`config.mk`:
```
export PLATFORM = sky130hd
export DESIGN_NAME = vm_button_conditioner
export DESIGN_NICKNAME = d
export VERILOG_FILES = /design/src/rtl/vm_button_conditioner.sv
export SDC_FILE = /design/constraint.sdc
export NUM_CORES = 1
export LEC_CHECK = 0
export ABC_CLOCK_PERIOD_IN_PS = 1240
export BUFFER_PORTS_ARGS = -buffer_cell sky130_fd_sc_hd__buf_2
export CORE_MARGIN = 2
export CORE_UTILIZATION = 25
export CTS_BUF_LIST = sky130_fd_sc_hd__clkbuf_4
export CTS_CLUSTER_SIZE = 8
export DETAILED_ROUTE_END_ITERATION = 12
export PLACE_DENSITY = 0.43
export SETUP_SLACK_MARGIN = 0.02
export SLEW_MARGIN = 15
export SYNTH_ARGS = -nofsm -noshare
export SYNTH_HDL_FRONTEND = slang
export SYNTH_SLANG_ARGS = --single-unit
```
`constraint.sdc`:
```
create_clock -name clk -period 1.24 [get_ports clk]
set_clock_uncertainty 0.1 [all_clocks]
set_input_delay 0.124 -clock clk [delete_from_list [all_inputs] [get_ports clk]]
set_output_delay 0.124 -clock clk [all_outputs]
set_load 0.03 [all_outputs]
```
`src/rtl/vm_button_conditioner.sv`:
```
// Push-button front end: 2-FF sync, debounce, rise detect and fixed-priority arbitration.
// Optional `VM_BTN_HOLDOFF_EN` inserts HOLDOFF_CYC dead cycles after each emitted pulse.
module vm_button_conditioner #(
   parameter int unsigned DB_CYC      = 4,
   parameter int unsigned HOLDOFF_CYC = 2
) (
   input  logic       clk,
   input  logic       rst_n,
   input  logic       i_btn_coin,
   input  logic       i_btn_coffee,
   input  logic       i_btn_sprite,
   output logic       o_coin,
   output logic       o_coffee,
   output logic       o_sprite,
   output logic [2:0] o_stable,
   output logic [2:0] o_pending
);

   localparam int unsigned CW = $clog2(DB_CYC + 1);
   localparam logic [CW-1:0] DB_LAST = CW'(DB_CYC - 1);

   if (DB_CYC < 1) begin : g_bad_db_cyc
      $error("DB_CYC must be at least 1");
   end
   if (HOLDOFF_CYC < 1) begin : g_bad_holdoff_cyc
      $error("HOLDOFF_CYC must be at least 1");
   end

   logic [2:0] btn_raw;
   logic [2:0] sync1_q;
   logic [2:0] sync2_q;
   logic [2:0] stable;
   logic [2:0] stable_prev_q;
   logic [2:0] pending_q;
   logic [2:0] pending_d;
   logic [2:0] pulse_q;
   logic [2:0] pulse_d;
   logic [2:0] rise;
   logic [2:0] req;
   logic [2:0] grant;
   logic       hold_busy;

   // Bit order everywhere is {sprite, coffee, coin}.
   assign btn_raw = {i_btn_sprite, i_btn_coffee, i_btn_coin};

   always_ff @(posedge clk or negedge rst_n) begin
      if (!rst_n) begin
         sync1_q <= '0;
         sync2_q <= '0;
      end else begin
         sync1_q <= btn_raw;
         sync2_q <= sync1_q;
      end
   end

   for (genvar ch = 0; ch < 3; ch++) begin : g_db
      logic [CW-1:0] cnt_q;
      logic          stable_q;

      always_ff @(posedge clk or negedge rst_n) begin
         if (!rst_n) begin
            cnt_q    <= '0;
            stable_q <= 1'b0;
         end else if (sync2_q[ch] == stable_q) begin
            cnt_q <= '0;
         end else if (cnt_q == DB_LAST) begin
            cnt_q    <= '0;
            stable_q <= sync2_q[ch];
         end else begin
            cnt_q <= cnt_q + CW'(1);
         end
      end

      assign stable[ch] = stable_q;
   end

   assign rise = stable & ~stable_prev_q;
   assign req  = rise | pending_q;

   always_comb begin
      grant = 3'b000;
      if (req[0]) begin
         grant = 3'b001;
      end else if (req[1]) begin
         grant = 3'b010;
      end else if (req[2]) begin
         grant = 3'b100;
      end
   end

`ifdef VM_BTN_HOLDOFF_EN
   localparam int unsigned HW = $clog2(HOLDOFF_CYC + 1);

   logic [HW-1:0] hold_q;

   assign hold_busy = (hold_q != '0);

   always_ff @(posedge clk or negedge rst_n) begin
      if (!rst_n) begin
         hold_q <= '0;
      end else if (|pulse_d) begin
         hold_q <= HW'(HOLDOFF_CYC);
      end else if (hold_busy) begin
         hold_q <= hold_q - HW'(1);
      end
   end
`else
   assign hold_busy = 1'b0;
`endif

   // While held off every request, fresh or old, parks in pending.
   always_comb begin
      pulse_d   = 3'b000;
      pending_d = req;
      if (!hold_busy) begin
         pulse_d   = grant;
         pending_d = req & ~grant;
      end
   end

   always_ff @(posedge clk or negedge rst_n) begin
      if (!rst_n) begin
         stable_prev_q <= '0;
         pending_q     <= '0;
         pulse_q       <= '0;
      end else begin
         stable_prev_q <= stable;
         pending_q     <= pending_d;
         pulse_q       <= pulse_d;
      end
   end

   assign o_coin    = pulse_q[0];
   assign o_coffee  = pulse_q[1];
   assign o_sprite  = pulse_q[2];
   assign o_stable  = stable;
   assign o_pending = pending_q;

endmodule

```
==> out/results.tsv <==
metric	value	unit
outcome	finished clean	
dr.pass1.iters	2	
synth_area_per_cell	15.0	um^2
yosys_warnings	0	
post_dp_cell_area	0.00105	mm^2
min_path_type	in2async	
layout_common_cells	25 x dfrtp_1, 11 x buf_4, 9 x buf_2, 4 x clkbuf_4, 4 x dlygate4sd3_1	
start_kind	flop	
cp-end-kind	flop	
design_area	0.00125	mm^2
dp_hpwl	905	um
cts_tree	built	
rr_worst_depth	3	
hold_viol	0	
grt_pass1_vias	602	
reg2reg_slack	0.02	ns
htreeDepth	1	
met1_usage	9.23	%
vias_per_cell	3.96	
die_w	65.5	um
critPathLaunch	g_db[0].cnt_q[0]	
clk_latency	0.30	ns
cp_max_fo	2	
synth_area	946	um^2
clock_path_buffers	2	
globalRouteOverflowTotal	0	
drc	0	
synthCells	63	
use_met3	1.71	%
drt_iter0_drc	9	
reg2reg_from	g_db[0].cnt_q[0]	
final-max-slew-violation-count	0	
regToRegEndpoint	g_db[0].stable_q	
drt_wl_total	1380	um
fill_cells	374	
slew_headroom	62.2	%
dieArea	0.00429	mm^2
holdWs	0.218	ns
diodes	0	
coreArea	0.00366	mm^2
top_usage_layer	met2	
numCtsBuffers	3	
synth_area_leaders	dfrtp_1 69%, ha_1 4.0%, nor3b_1 4.0%	
worst_pin_slew	0.566	ns
grt_pass1_wl	2470	um
cp.arrival	1.33	ns
fin_util	34.2	%
vias	538	
ys_ff_latch	26	
powerDensity	2180	mW/mm^2
grt_max_degree	27	
layout_commonest_cell	dfrtp_1	
antenna_left	0	
cts.sinks	26	
pin_count	14	
synth_top_cell_by_area	dfrtp_1	
synthDistinctLibCells	18	
areaGrowthSynthToFinish	32.4	%
nets	98	
num_rows	22	
portBuffers	12	
period_minus_slack	1.22	ns
globalplace.congestion	0.655	
drive_above_1_share	51.1	%
setup_viol_count_final	0	
rsz0062_at_grt	true	
use_met2	12.4	%
initial_utilization	25.8	%
synth_top_area_share	68.8	%
cp.required	1.34	ns
p_leak	0.584	nW
dp_cells	121	
maxCapViolCount	0	
die_height	65.5	um
seq_area_frac_synth	68.8	%
wl_per_cell	10.1	um
synth_fp_nets	71	
crit_type	reg2reg	
min_period_over_period	98.6	%
ir_drop	613	uV
antenna_found_initial	0	
clkTransAtPathRegs	0.13	ns
cts_root_buf	clkbuf_4	
fmax	0.818	GHz
grt_usage	7.53	%
stdcell_count	136	
flip-flops by register name, indices dropped and copies added (netlist names):
signal and flops:
g_db.cnt_q 9, pulse_q 3, stable_prev_q 3, sync1_q 3, o_pending 2, sync2_q 3, g_db.stable_q 3
stage by stage:
step | setup WS, ns | setup TNS, ns | power, mW
after floorplan | 0.0243 | 0 | 1.93
after global placement | 0.0166 | 0 | 2.08
after detailed placement | -0.0203 | -0.0203 | 2.11
after CTS | 0.0229 | 0 | 2.60
after global routing | -0.0307 | -0.0577 | 2.95
final | 0.0180 | 0 | 2.73
worst max path at each step:
| stage | end | slack, ns | cells past startpoint |
|---|---|---|---|
| after floorplan | g_db[1].stable_q | 0.02 | 3 |
| after global placement | g_db[2].stable_q | 0.02 | 3 |
| after detailed placement | g_db[0].stable_q | -0.02 | 3 |
| after CTS | g_db[2].stable_q | 0.02 | 3 |
| after global routing | g_db[2].stable_q | -0.03 | 3 |
| final | g_db[0].stable_q | 0.02 | 3 |
synth_stat cells, drive strengths merged:
| library cell | instances |
|---|---|
| nor3 | 3 |
| conb | 1 |
| xnor2 | 3 |
| ha | 3 |
| a21oi | 2 |
| nand2b | 3 |
| inv | 3 |
| dfrtp | 26 |
| mux2 | 3 |
| a32oi | 1 |
| a2111oi | 1 |
| nor2b | 4 |
| buf | 4 |
| nor3b | 6 |
layer usage:
metal  vias to the layer above  part of all wire (%)
met5                         -                     0
met4                         0                     0
met3                         0                   4.4
met2                        12                    48
met1                       267                    47
li1                        259                     -
timing repair:
action | in CTS | in global routing
setup buffers | 4 | 4
gates resized for setup | 10 | 12
pin swaps | 3 | 1
endpoints found under the hold margin | 29 | 0
cloned | 0 | 0
hold buffers | 4 | 0
setup endpoints to repair | 9 | 12
cells by family after synthesis:
logic type,Yosys count,synth area share (%)
DFF,26,68.8
and+or+nand+nor,16,12.6
buffers and inverters,7,4.37
AOI/OAI and AO/OA,4,3.57
adders and majority gates,3,3.97
xor gates and xnor gates,3,2.78
muxes,3,3.57
other,1,0.396
layout make-up:
cell class                      count  area (um^2)  share of cell area [%]
Sequential cell                    26          652                    52.0
Multi-Input combinational cell     30          320                    25.6
Timing Repair Buffer               26          186                    14.9
Tap cell                           48         60.1                    4.80
Clock buffer                        3         22.5                    1.80
Inverter                            3         11.3                   0.899
worst max-delay path, stage by stage (launching register included):
cell and delay (ns):
dfrtp_1 0.38, ha_2 0.18, nor2b_4 0.16, mux2_4 0.30
power breakdown:
part           switching, mW  internal, mW
clock                  0.225         0.113
combinational          0.582         0.590
sequential             0.132          1.09
(Power assumes the default switching activity.)
